`src/rtl/kbd_pkg.sv`:
```
// ---------------------------------------------------------------------------
// kbd_pkg
// Shared definitions for the PS/2 scan code sequencer:
//   - kbd_state_t : prefix decoder state encoding
//   - byte constants for scan code set 2 prefixes, status and error bytes
//   - kbd_event_t : queued key event record {ext, brk, code[7:0]}
//   - helper functions that classify a received byte
// ---------------------------------------------------------------------------
package kbd_pkg;

    typedef enum logic [2:0] {
        S_IDLE  = 3'd0,
        S_E0    = 3'd1,
        S_F0    = 3'd2,
        S_E0F0  = 3'd3,
        S_PAUSE = 3'd4
    } kbd_state_t;

    localparam logic [7:0] PFX_E0     = 8'hE0;
    localparam logic [7:0] PFX_F0     = 8'hF0;
    localparam logic [7:0] PFX_E1     = 8'hE1;
    localparam logic [7:0] ST_BAT     = 8'hAA;
    localparam logic [7:0] ST_ACK     = 8'hFA;
    localparam logic [7:0] ST_ECHO    = 8'hEE;
    localparam logic [7:0] ST_RESEND  = 8'hFE;
    localparam logic [7:0] ERR_00     = 8'h00;
    localparam logic [7:0] ERR_FF     = 8'hFF;
    localparam logic [7:0] PAUSE_CODE = 8'h77;
    localparam logic [2:0] PAUSE_SKIP = 3'd7;

    typedef struct packed {
        logic       ext;
        logic       brk;
        logic [7:0] code;
    } kbd_event_t;

    // Keyboard housekeeping bytes that never form part of a key sequence
    function automatic logic is_status(input logic [7:0] b);
        return (b == ST_BAT) || (b == ST_ACK) || (b == ST_ECHO) || (b == ST_RESEND);
    endfunction

    // Keyboard buffer overrun / internal error indications
    function automatic logic is_error(input logic [7:0] b);
        return (b == ERR_00) || (b == ERR_FF);
    endfunction

endpackage

```
`src/rtl/kbd_scan_ctrl_if.sv`:
```
// ---------------------------------------------------------------------------
// kbd_scan_ctrl_if
// Bundles the receiver byte strobe, the event FIFO read port and the status
// flags of kbd_scan_ctrl.
//   master : environment side (drives keyboard_data/keyboard_rdy/event_pop)
//   slave  : kbd_scan_ctrl side (drives event_*, fifo_count, overflow, kbd_err)
// ---------------------------------------------------------------------------
interface kbd_scan_ctrl_if #(
    parameter int AW = 3
);
    logic [7:0]  keyboard_data;
    logic        keyboard_rdy;
    logic        event_valid;
    logic [7:0]  event_code;
    logic        event_ext;
    logic        event_break;
    logic        event_pop;
    logic [AW:0] fifo_count;
    logic        overflow;
    logic        kbd_err;

    modport master (
        output keyboard_data, keyboard_rdy, event_pop,
        input  event_valid, event_code, event_ext, event_break,
        input  fifo_count, overflow, kbd_err
    );

    modport slave (
        input  keyboard_data, keyboard_rdy, event_pop,
        output event_valid, event_code, event_ext, event_break,
        output fifo_count, overflow, kbd_err
    );
endinterface

```
`src/rtl/kbd_event_fifo.sv`:
```
// ---------------------------------------------------------------------------
// kbd_event_fifo
// DEPTH x 10-bit synchronous FIFO with first-word fall-through read.
//   clk, reset (sync, active-low)
//   push, push_data : write request and record
//   pop,  pop_data  : head acknowledge and head record (0 while empty)
//   count, full, empty : occupancy
// ---------------------------------------------------------------------------
module kbd_event_fifo #(
    parameter int DEPTH = 8,
    parameter int AW    = 3
) (
    input  logic        clk,
    input  logic        reset,
    input  logic        push,
    input  logic [9:0]  push_data,
    input  logic        pop,
    output logic [9:0]  pop_data,
    output logic [AW:0] count,
    output logic        full,
    output logic        empty
);
    logic [9:0]    mem [DEPTH];
    logic [AW-1:0] wr_ptr;
    logic [AW-1:0] rd_ptr;
    logic          push_ok;
    logic          pop_ok;

    assign full  = (count == (AW+1)'(DEPTH));
    assign empty = (count == '0);

    // A pop frees the head slot in the same cycle, so a full FIFO can still
    // accept a push when it is paired with a pop.
    assign pop_ok  = pop && !empty;
    assign push_ok = push && (!full || pop_ok);

    assign pop_data = empty ? 10'd0 : mem[rd_ptr];

    always_ff @(posedge clk) begin
        if (push_ok) begin
            mem[wr_ptr] <= push_data;
        end
    end

    // Pointers wrap naturally because DEPTH is a power of two
    always_ff @(posedge clk) begin
        if (!reset) begin
            wr_ptr <= '0;
            rd_ptr <= '0;
            count  <= '0;
        end else begin
            if (push_ok) begin
                wr_ptr <= wr_ptr + 1'b1;
            end
            if (pop_ok) begin
                rd_ptr <= rd_ptr + 1'b1;
            end
            case ({push_ok, pop_ok})
                2'b10:   count <= count + 1'b1;
                2'b01:   count <= count - 1'b1;
                default: count <= count;
            endcase
        end
    end
endmodule

```
`src/rtl/kbd_scan_ctrl.sv`:
```
// ---------------------------------------------------------------------------
// kbd_scan_ctrl
// Decodes scan code set 2 prefix sequences (E0, F0, E0 F0, E1 Pause) from the
// PS/2 receiver byte strobe into key events and queues them in a FIFO.
//   clk, reset (sync, active-low)
//   bus.keyboard_data / keyboard_rdy : received byte and its one-cycle strobe
//   bus.event_* / event_pop          : FWFT head of the event queue
//   bus.fifo_count                   : queue occupancy
//   bus.overflow / kbd_err           : sticky drop and keyboard-error flags
// ---------------------------------------------------------------------------
module kbd_scan_ctrl #(
    parameter int DEPTH = 8,
    parameter int AW    = 3
) (
    input  logic            clk,
    input  logic            reset,
    kbd_scan_ctrl_if.slave  bus
);
    import kbd_pkg::*;

    kbd_state_t state, state_n;
    logic [2:0] skip_cnt, skip_n;
    logic       push;
    kbd_event_t push_evt;
    kbd_event_t head_evt;
    logic       err_set;
    logic       fifo_full;
    logic       fifo_empty;
    logic       overflow_q;
    logic       kbd_err_q;

    // Next-state decode; the push is decided in the strobe cycle so the event
    // lands in the FIFO on that same clock edge.
    always_comb begin
        state_n  = state;
        skip_n   = skip_cnt;
        push     = 1'b0;
        push_evt = '0;
        err_set  = 1'b0;
        if (bus.keyboard_rdy) begin
            case (state)
                S_IDLE: begin
                    if (bus.keyboard_data == PFX_E0) begin
                        state_n = S_E0;
                    end else if (bus.keyboard_data == PFX_F0) begin
                        state_n = S_F0;
                    end else if (bus.keyboard_data == PFX_E1) begin
                        state_n = S_PAUSE;
                        skip_n  = PAUSE_SKIP;
                    end else if (is_status(bus.keyboard_data)) begin
                        state_n = S_IDLE;
                    end else if (is_error(bus.keyboard_data)) begin
                        err_set = 1'b1;
                    end else begin
                        push     = 1'b1;
                        push_evt = '{ext: 1'b0, brk: 1'b0, code: bus.keyboard_data};
                    end
                end
                S_E0: begin
                    if (bus.keyboard_data == PFX_F0) begin
                        state_n = S_E0F0;
                    end else if (bus.keyboard_data == PFX_E0) begin
                        state_n = S_E0;
                    end else if (is_error(bus.keyboard_data)) begin
                        err_set = 1'b1;
                        state_n = S_IDLE;
                    end else begin
                        push     = 1'b1;
                        push_evt = '{ext: 1'b1, brk: 1'b0, code: bus.keyboard_data};
                        state_n  = S_IDLE;
                    end
                end
                S_F0, S_E0F0: begin
                    if (is_error(bus.keyboard_data)) begin
                        err_set = 1'b1;
                    end else begin
                        push     = 1'b1;
                        push_evt = '{ext: (state == S_E0F0), brk: 1'b1,
                                     code: bus.keyboard_data};
                    end
                    state_n = S_IDLE;
                end
                S_PAUSE: begin
                    // Pause bytes are skipped blindly; the last one emits the key
                    if (skip_cnt == 3'd1) begin
                        push     = 1'b1;
                        push_evt = '{ext: 1'b1, brk: 1'b0, code: PAUSE_CODE};
                        skip_n   = 3'd0;
                        state_n  = S_IDLE;
                    end else begin
                        skip_n = skip_cnt - 1'b1;
                    end
                end
                default: begin
                    state_n = S_IDLE;
                end
            endcase
        end
    end

    always_ff @(posedge clk) begin
        if (!reset) begin
            state      <= S_IDLE;
            skip_cnt   <= 3'd0;
            kbd_err_q  <= 1'b0;
            overflow_q <= 1'b0;
        end else begin
            state     <= state_n;
            skip_cnt  <= skip_n;
            kbd_err_q <= kbd_err_q | err_set;
            if (push && fifo_full && !bus.event_pop) begin
                overflow_q <= 1'b1;
            end
        end
    end

    kbd_event_fifo #(
        .DEPTH (DEPTH),
        .AW    (AW)
    ) u_fifo (
        .clk       (clk),
        .reset     (reset),
        .push      (push),
        .push_data (push_evt),
        .pop       (bus.event_pop),
        .pop_data  (head_evt),
        .count     (bus.fifo_count),
        .full      (fifo_full),
        .empty     (fifo_empty)
    );

    assign bus.event_valid = !fifo_empty;
    assign bus.event_code  = head_evt.code;
    assign bus.event_ext   = head_evt.ext;
    assign bus.event_break = head_evt.brk;
    assign bus.overflow    = overflow_q;
    assign bus.kbd_err     = kbd_err_q;
endmodule

```
`src/flat_wrapper.sv`:
```
// flat-port wrapper written by rule: the top's interface ports become plain ports
module kbd_scan_ctrl_flat import kbd_pkg::*;
#(
    parameter int DEPTH = 8,
    parameter int AW    = 3
)
  (clk, reset, bus_keyboard_data, bus_keyboard_rdy, bus_event_pop, bus_event_valid, bus_event_code, bus_event_ext, bus_event_break, bus_fifo_count, bus_overflow, bus_kbd_err);
  kbd_scan_ctrl_if #(.AW(AW)) bus_i ();
  input  logic clk;
  input  logic reset;
  input wire logic [$bits(bus_i.keyboard_data)-1:0] bus_keyboard_data;
  input wire logic [$bits(bus_i.keyboard_rdy)-1:0] bus_keyboard_rdy;
  input wire logic [$bits(bus_i.event_pop)-1:0] bus_event_pop;
  output wire logic [$bits(bus_i.event_valid)-1:0] bus_event_valid;
  output wire logic [$bits(bus_i.event_code)-1:0] bus_event_code;
  output wire logic [$bits(bus_i.event_ext)-1:0] bus_event_ext;
  output wire logic [$bits(bus_i.event_break)-1:0] bus_event_break;
  output wire logic [$bits(bus_i.fifo_count)-1:0] bus_fifo_count;
  output wire logic [$bits(bus_i.overflow)-1:0] bus_overflow;
  output wire logic [$bits(bus_i.kbd_err)-1:0] bus_kbd_err;
  assign bus_i.keyboard_data = bus_keyboard_data;
  assign bus_i.keyboard_rdy = bus_keyboard_rdy;
  assign bus_i.event_pop = bus_event_pop;
  assign bus_event_valid = bus_i.event_valid;
  assign bus_event_code = bus_i.event_code;
  assign bus_event_ext = bus_i.event_ext;
  assign bus_event_break = bus_i.event_break;
  assign bus_fifo_count = bus_i.fifo_count;
  assign bus_overflow = bus_i.overflow;
  assign bus_kbd_err = bus_i.kbd_err;
  kbd_scan_ctrl #(.DEPTH(DEPTH), .AW(AW)) u_core (.clk(clk), .reset(reset), .bus(bus_i));
endmodule
```
`config.mk`:
```
export PLATFORM = sky130hd
export DESIGN_NAME = kbd_scan_ctrl_flat
export DESIGN_NICKNAME = d
export VERILOG_FILES = /design/src/rtl/kbd_pkg.sv /design/src/rtl/kbd_scan_ctrl_if.sv /design/src/rtl/kbd_event_fifo.sv /design/src/rtl/kbd_scan_ctrl.sv /design/src/flat_wrapper.sv
export SDC_FILE = /design/constraint.sdc
export NUM_CORES = 1
export LEC_CHECK = 0
export CORE_MARGIN = 8
export CORE_UTILIZATION = 40
export CTS_CLUSTER_SIZE = 25
export DETAILED_ROUTE_END_ITERATION = 6
export PLACE_DENSITY_LB_ADDON = 0.25
export SLEW_MARGIN = 20
export SYNTH_ARGS = -nofsm -noshare
export SYNTH_HDL_FRONTEND = slang
export SYNTH_SLANG_ARGS = --single-unit
```
`constraint.sdc`:
```
create_clock -name clk -period 3 [get_ports clk]
set_input_delay 0.45 -clock clk [delete_from_list [all_inputs] [get_ports clk]]
set_output_delay 0.45 -clock clk [all_outputs]
set_load 0.03 [all_outputs]
```
# Word-level counts from Yosys, hierarchy flattened
# Memories as Yosys holds them, arrays and structs flattened. A register that Yosys moved wholly into a read port is not among the register bits.
# Cells that the tools add are included.
# word_totals
ff_bits,18
ramBits,80
input_bits,12
out_inout_bits,17
wordCells,105
n_memories,1
# classes
addsub,5
eq_ne,21
n_mux,50
bitwise_logic,1
reduce_logical,20
# mem_list
name,depth,word_bits,read_ports,rd_ports_with_merged_regs,wr,line,source
u_core.u_fifo.mem,8,10,1,1,1,kbd_event_fifo.sv:23,logic [9:0] mem [DEPTH];
# ops
operator,count
10-bit 2-to-1 mux,11
8-bit == test (second input constant),8
10-bit case mux with 4 select lines,1
3-bit 2-to-1 mux,12
1-bit 2-to-1 mux,20
3-bit case mux with 3 select lines,1
8-bit logical NOT,1
8-bit 2-to-1 mux,1
4-bit case mux with 2 select lines,1
3-bit by 1-bit adder with 3-bit output (second input constant),2
3-bit by 1-bit == test with 1-bit output (second input constant),2
3-bit by 2-bit == test with 1-bit output (second input constant),2
3-bit case mux with 2 select lines,1
1-bit logical OR,5
5-bit by 1-bit != test with 1-bit output (second input constant),1
5-bit AND reduction,1
4-bit by 1-bit adder with 4-bit output (second input constant),1
4-bit == test (second input constant),1
1-bit logical AND,4
4-bit logical NOT,1
2-bit by 1-bit != test with 1-bit output (second input constant),2
2-bit != test (second input constant),2
1-bit case mux with 4 select lines,1
2-bit nonzero test,2
11 further kinds,13

# Depth between registers and ports, before layout
# Gate-level depths: netlist of the first run.
# depth
depth_word,13
mapped_depth,13
depth_no_buf,13

# Modules after synthesis
# Synthesis of the first run repeated with hierarchy kept, for this count alone.
# unflattened
hier_cells,306
area_unflattened_um2,4453.0
# modules_own_cells
mod,instances,cells_each,area_each_um2,seq_area_each_um2
kbd_event_fifo,1,209,3767.4,2662.6
kbd_scan_ctrl,1,97,685.7,160.2

# Worst setup path before layout of the first run
# No wires, ideal clock.
# synth_path
path_kind,register to register
startpoint,reg u_core.state[1]
endpoint,mem u_core.u_fifo.mem[5][0] (enable)
setup_ns,0.408
arrival_time_ns,2.697
required_ns,2.592
slack_ns,-0.104
stages_incl_launch_ff,8
n_path_buf,1
cell_sequence,dfxtp_1 -> buf_2 -> nor3_1 -> o41ai_1 -> or2_2 -> a21oi_2 -> o21ai_2 -> nor4b_1
# synth_between
elab_chain_len,7
# synth_rtl
item,line,source
from (decl),kbd_scan_ctrl.sv:21,"kbd_state_t state, state_n;"
from (signal assigned),kbd_scan_ctrl.sv:108,state <= state_n;
3-bit by 2-bit == test with 1-bit output,kbd_scan_ctrl.sv:41,case (state)
2-bit OR reduction,kbd_scan_ctrl.sv:41,
1-bit case mux with 4 select lines (*),kbd_scan_ctrl.sv:41,
1-bit 2-to-1 mux (*),kbd_scan_ctrl.sv:40,if (bus.keyboard_rdy) begin
1-bit logical AND (*),kbd_event_fifo.sv:35,assign push_ok = push && (!full || pop_ok);
1-bit 2-to-1 mux (*),kbd_event_fifo.sv:40,if (push_ok) begin
1-bit 2-to-1 mux (not written as such) (*),kbd_event_fifo.sv:41,mem[wr_ptr] <= push_data;
to (decl),kbd_event_fifo.sv:23,
# Every way passes the cells marked *; elsewhere a longest branch is shown, timed or not.

# Worst setup path in the final report of the first run
# layout_path
startpoint,in bus_keyboard_data[5]
endpoint,reg u_core.u_fifo.count[3]
# layout_between
elab_chain_len,13
# layout_rtl
item,line,source
from (decl),flat_wrapper.sv:11,input wire logic [$bits(bus_i.keyboard_data)-1:0] bus_keyboard_data;
8-bit == test,kbd_pkg.sv:39,return (b == ST_BAT) || (b == ST_ACK) || (b == ST_ECHO) || (b == ST_RESEND);
1-bit logical OR (3 in series),kbd_pkg.sv:39,
1-bit 2-to-1 mux,kbd_scan_ctrl.sv:50,end else if (is_status(bus.keyboard_data)) begin
1-bit 2-to-1 mux,kbd_scan_ctrl.sv:47,end else if (bus.keyboard_data == PFX_E1) begin
1-bit 2-to-1 mux,kbd_scan_ctrl.sv:45,end else if (bus.keyboard_data == PFX_F0) begin
1-bit 2-to-1 mux,kbd_scan_ctrl.sv:43,if (bus.keyboard_data == PFX_E0) begin
1-bit case mux with 4 select lines (*),kbd_scan_ctrl.sv:41,
1-bit 2-to-1 mux (*),kbd_scan_ctrl.sv:40,
1-bit logical AND (*),kbd_event_fifo.sv:35,
2-bit by 1-bit == test with 1-bit output or 2-bit == test (tied branches),kbd_event_fifo.sv:58,"case ({push_ok, pop_ok})"
4-bit case mux with 2 select lines or 2-bit nonzero test (tied branches),--,
to (signal assigned),kbd_event_fifo.sv:59,2'b10: count <= count + 1'b1;
to (signal assigned),kbd_event_fifo.sv:60,2'b01: count <= count - 1'b1;
to (signal assigned),kbd_event_fifo.sv:61,default: count <= count;
to (decl),kbd_event_fifo.sv:19,"output logic [AW:0] count,"
# Marks and branches as above.
# A chain may end at the register's enable or synchronous reset.

==> out/metrics.cfg, run 1 <==
[floorplanning]
core_area_mm2=0.0109
start_util=0.410
rows=38
dieWidth_um=122
die_h_um=122
dieArea_mm2=0.0148
io-pin-count=29

[route]
wl_per_cell_um=17.4
vias=2729
viasPerCell=5.19
drt_iter0_drc=202
drcViolationCount=0
routed_wl_mm=9.16
first_pass_iters=4
drtAntennaViolNets=0

[power]
p_leak_nw=1.91
power_density_mw_per_mm2=728
ir_drop_mv=0.406

[finish]
multi_input_area_mm2=0.00161
stdcell_count=526
area_growth_pct=23.0
layout_common_cells=edfxtp_1, buf_4, nor2_1
mostFrequentLayoutCell=edfxtp_1
final_nets=400
drive_gt1_frac=0.285
antenna_cells=0
regArea_mm2=0.00282
fillers=935

[grt]
overflow=0
antenna_found_initial=0
grt_use_total=0.131
grt_max_degree=21
grt_pass1_wl_mm=15.1
grt_pass1_vias=2922

[placed_design]
portBuffers=28
post-place-cells=509
routabilityCongestion=0.824
hpwl_mm=6.41

[worst_setup_path]
r2r_slack_ns=0.24
critPathKind=input port to flip-flop
crit_path_start_kind=input port
crit_chain=clkdlybuf4s50_1, or4_4, o22ai_4, nor3_2, o21ai_4, nand2_2, inv_2, ha_1, a21o_1, a21oi_2, nand3b_1, mux2_1, o311ai_1
path_max_fanout=4
cp.required_ns=3.26
cp-end-kind=flip-flop
critPathSlowestCell=or4_4
critPathMaxStageDelay_ns=0.57
worstPathArrival_ns=3.15

[sta]
setup_viol=0
finClkSkew_ns=0.0167
fin_crit_sh=0.964
finalSetupTns_ns=0
slew_headroom=0.520
fmax_ghz=0.346
finalHoldViolCount=0
slew_viol_final=0
tightestPinTransition_ns=0.720
min_period_ns=2.89

[synthesis]
yosysWarnings=0
synthCells=305
yosys.area.top_type=edfxtp_1
syn-num-nets=324
yosysSeqAreaShare=0.632
synth_enable_flop_cells=80
synth.distinct_cells=54
synth_top_cell_area_share=0.538
synth_area_leaders=edfxtp_1, mux4_2, dfxtp_1
synth-seq-cells=101
synth_ff_type=edfxtp_1
syn_area_per_cell_um2=14.6
async_flop_share=0
synth.cell_area_mm2=0.00446

[clock_tree]
clock_path_buffers=2
numCtsBuffers=9
cts_tree=built
h-tree-depth=3
clk_latency_ns=0.36
root_buffer=clkbuf_8
clk_pin_slew_ns=0.10
cts_sinks=101

[min_path]
worstHoldPathType=flip-flop to flip-flop

[run]
max_cap_violations=0

[status]
status=finished, final reports clean

==> final timing paths <==
path,start,cells after the start,end
setup / recovery,bus_keyboard_data[5],13,u_core.u_fifo.count[3]$_SDFFE_PN0P_
hold / removal,u_core.bus.kbd_err$_SDFF_PN0_,2,u_core.bus.kbd_err$_SDFF_PN0_
setup reg to reg,u_core.state[1]$_SDFFE_PN0P_,12,u_core.u_fifo.count[3]$_SDFFE_PN0P_
hold reg to reg,u_core.bus.kbd_err$_SDFF_PN0_,2,u_core.bus.kbd_err$_SDFF_PN0_
==> critical path: cells and delay by family <==
kind / cells / cell delay, ns
AOI/OAI and AO/OA: 5 / 0.86
buffers and inverters: 2 / 0.49
adders and majority gates: 1 / 0.22
muxes: 1 / 0.30
and+or+nand+nor: 4 / 0.83
==> Yosys cell counts, types with 2 or more instances <==
master,number
mux4_2,20
nor4_1,3
nand3_1,3
dfxtp_1,21
ha_1,6
inv_1,9
a21oi_1,17
nand2b_1,3
and3_1,3
o21ai_0,5
or3_1,3
nand4b_1,2
mux2i_1,17
or2_2,2
or4_1,2
nor3b_1,3
edfxtp_1,80
nand4_1,2
nor3_1,5
nor4b_1,2
xnor2_1,2
clkbuf_1,7
buf_1,2
buf_2,2
nor2_1,27
nand3b_1,4
nand2_1,22
xor2_1,2
nor2b_1,3
o21ai_2,2
==> cell type report <==
cell class | instances | share of cell area
clock buffer | 9 | 0.0226
clock inverter | 7 | 0.0118
inverter | 10 | 0.00684
multi-input combinational | 183 | 0.293
sequential | 101 | 0.514
tap | 140 | 0.0319
timing repair buffer | 76 | 0.120
==> sequential cells by signal, summed over array words and instances, names as in the netlist, named ones only <==
signal and cells:
u_core.u_fifo.mem 80, u_core.bus.overflow 1, u_core.bus.kbd_err 1, u_core.u_fifo.rd_ptr 3, u_core.state 3, u_core.u_fifo.wr_ptr 3
u_core.u_fifo.count 4, u_core.skip_cnt 3
==> cell families after synthesis <==
group / after synthesis / synth area share
buf+inv: 21 / 0.0182
mux: 38 / 0.142
fa+ha+maj: 7 / 0.0213
flops: 101 / 0.632
compound gates: 39 / 0.0661
simple gates: 95 / 0.113
xor+xnor: 4 / 0.00785
==> layer usage <==
metal,global-route usage,routed length [um]
met5,0,0
met1,0.160,4170
met2,0.231,4600
met3,0.0305,324
met4,0.0324,69
==> what timing repair did <==
action                                  CTS  global route
endpoints found under the setup margin    0             4
hold endpoints to repair                  0             0
hold buffers                              0             0
resized for setup                         0             7
buffers inserted                          0             1
==> through the flow <==
| step | worst slack [ns] | area (um^2) | hold slack, ns | utilization | power [mW] |
|---|---|---|---|---|---|
| global route | -0.0308 | 5490 | 0.508 | 0.504 | 4.22 |
| detailed placement | -0.346 | 5270 | 0.463 | 0.484 | 3.25 |
| floorplan | 0.0566 | 4480 | 0.460 | - | 2.64 |
| global placement | -0.255 | 5270 | 0.445 | 0.484 | 3.22 |
| finish | 0.109 | 5490 | 0.486 | 0.504 | 4.00 |
| CTS | 0.0115 | 5460 | 0.490 | 0.501 | 4.05 |
==> where the power goes <==
part | internal, mW | leakage (nW) | total, mW | switching [mW]
Sequential | 1.61 | 0.907 | 1.68 | 0.0715
Combinational | 0.704 | 0.906 | 1.50 | 0.799
Clock | 0.324 | 0.0995 | 0.812 | 0.488
Note: power is estimated with default switching activity, not from simulation.
==> inputs of run 2 (changes only) <==
GPL_ROUTABILITY_DRIVEN = 0   (was unset)
==> results of run 2 <==
No change in the layout: final DEF, timing and power equal those of run 1.
==> inputs of run 3 (changes only) <==
MAX_ROUTING_LAYER = met4   (was unset)
PLACE_DENSITY_LB_ADDON = unset   (was 0.25)
==> run 3 against run 2 <==
Net effect:
- clock skew fell by 0.0060 ns
- cell count fell by 0.76%
- final area rose by 0.16%
- via count rose by 0.92%
- combinational power barely moved
- critical path type unchanged
- critical endpoint unchanged
- highest routed layer unchanged
==> out/metrics.cfg, run 3 (same netlist as run 1, synthesis figures left out) <==
[clock_tree]
h-tree-depth=3
postCtsHoldBufs=0
clock_path_buffers=2
clk_latency_ns=0.36
root_buffer=clkbuf_8
clk_pin_slew_ns=0.09
cts_tree=built
cts_sinks=101
numCtsBuffers=9

[sta]
fin_crit_sh=0.956
finalSetupTns_ns=0
min_period_ns=2.87
slew_headroom=0.530
finClkSkew_ns=0.0106
setup_viol=0
rsz0062_at_grt=false
finalHoldViolCount=0
holdWs_ns=0.475
slew_viol_final=0
tightestPinTransition_ns=0.705
fmax_ghz=0.349

[status]
status=finished, final reports clean

[min_path]
worstHoldPathType=flip-flop to flip-flop

[worst_setup_path]
cp-end-kind=flip-flop
critPathMaxStageDelay_ns=0.56
cp.required_ns=3.27
worstPathArrival_ns=3.13
crit_path_start_kind=input port
critPathSlowestCell=or4_4
crit_chain=clkdlybuf4s50_1, or4_4, o22ai_4, o21ai_2, o21ai_4, nand2_2, inv_2, ha_1, a21o_1, a21oi_2, nand3_1, mux2_4, o311ai_1
critPathKind=input port to flip-flop
path_max_fanout=4

[finish]
reg_top3=u_core.u_fifo.mem (80), u_core.u_fifo.count (4)
area_growth_pct=23.2
largest_reg_flops=80
drive_gt1_frac=0.267
mostFrequentLayoutCell=edfxtp_1
regMostFlops=u_core.u_fifo.mem
layout_common_cells=edfxtp_1, buf_4, nor2_1
stdcell_count=522
final_nets=396
antenna_cells=0

[floorplanning]
die_h_um=122
io-pin-count=29
dieArea_mm2=0.0148
rows=38
dieWidth_um=122
start_util=0.410
core_area_mm2=0.0109

[route]
vias=2754
first_pass_iters=6
viasPerCell=5.28
wl_per_cell_um=17.3
drtAntennaViolNets=0
drt_iter0_drc=178
drcViolationCount=0
routed_wl_mm=9.03

[power]
ir_drop_mv=0.550
p_sw_mw=1.32
power.share.clock=0.209
pwr-share-seq=0.418
power_density_mw_per_mm2=733
intPower_mw=2.71
p_sw_frac=0.327
power_frac_comb=0.373
p_leak_nw=1.91

[grt]
overflow=0
grt_use_total=0.135
grt_pass1_vias=2813
grt_max_degree=21
grt_pass1_wl_mm=14.8
antenna_found_initial=0

[placed_design]
hpwl_mm=6.19
portBuffers=28
post-place-cells=506

[run]
max_cap_violations=0

run 3: power groups by stage:
stage	logic, mW	clock network (mW)	registers [mW]
2_1_floorplan	0.906	0	1.74
3_3_place_gp	1.51	0	1.71
3_5_place_dp	1.53	0	1.72
4_1_cts	1.54	0.869	1.68
5_1_grt	1.62	0.924	1.70
6_report	1.50	0.843	1.68
run 3: routing by layer:
metal / track usage / share of wire / vias to the layer above
li1: - / - / 1322
met1: 0.170 / 0.47 / 1372
met2: 0.211 / 0.48 / 50
met3: 0.0264 / 0.039 / 10
met4: 0.0555 / 0.015 / 0
met5: - / 0 / -
run 3: layout make-up:
type                    count  area, um^2
repair buffers             72         658
multi-input cells         183        1620
well taps                 140         175
clock inverters             5        60.1
inverters                  10        37.5
clock buffers              11         131
fillers                   928        5390
flip-flops and latches    101        2820
run 3: worst paths after layout:
check                                   endpoint  slack, ns  depth (start not counted)                              from
max          u_core.u_fifo.count[3]$_SDFFE_PN0P_       0.13                         13              bus_keyboard_data[7]
max reg2reg  u_core.u_fifo.count[3]$_SDFFE_PN0P_       0.28                         12      u_core.state[2]$_SDFFE_PN0P_
min             u_core.bus.overflow$_SDFFE_PN0P_       0.48                          1  u_core.bus.overflow$_SDFFE_PN0P_
min reg2reg     u_core.bus.overflow$_SDFFE_PN0P_       0.48                          1  u_core.bus.overflow$_SDFFE_PN0P_
run 3: worst max-delay path, delay by kind of cell:
kind / cells / cell delay [ns]
and+or+nand+nor: 3 / 0.74
adders and majority gates: 1 / 0.22
muxes: 1 / 0.28
buffers and inverters: 2 / 0.48
AOI/OAI and AO/OA: 6 / 0.97
run 3: per-stage QoR:
step	setup slack, ns	utilization	cell area [um^2]	power (mW)
floorplan	0.0566	-	4480	2.64
global placement	-0.292	0.484	5270	3.22
detailed placement	-0.384	0.484	5270	3.24
CTS	0.0504	0.502	5460	4.09
global route	0.00962	0.505	5500	4.25
finish	0.133	0.505	5500	4.03
run 3: what timing repair did:
action | in CTS | in global routing
buffers inserted | 0 | 0
setup endpoints to repair | 1 | 1
pin swaps | 0 | 6
resized for setup | 1 | 8
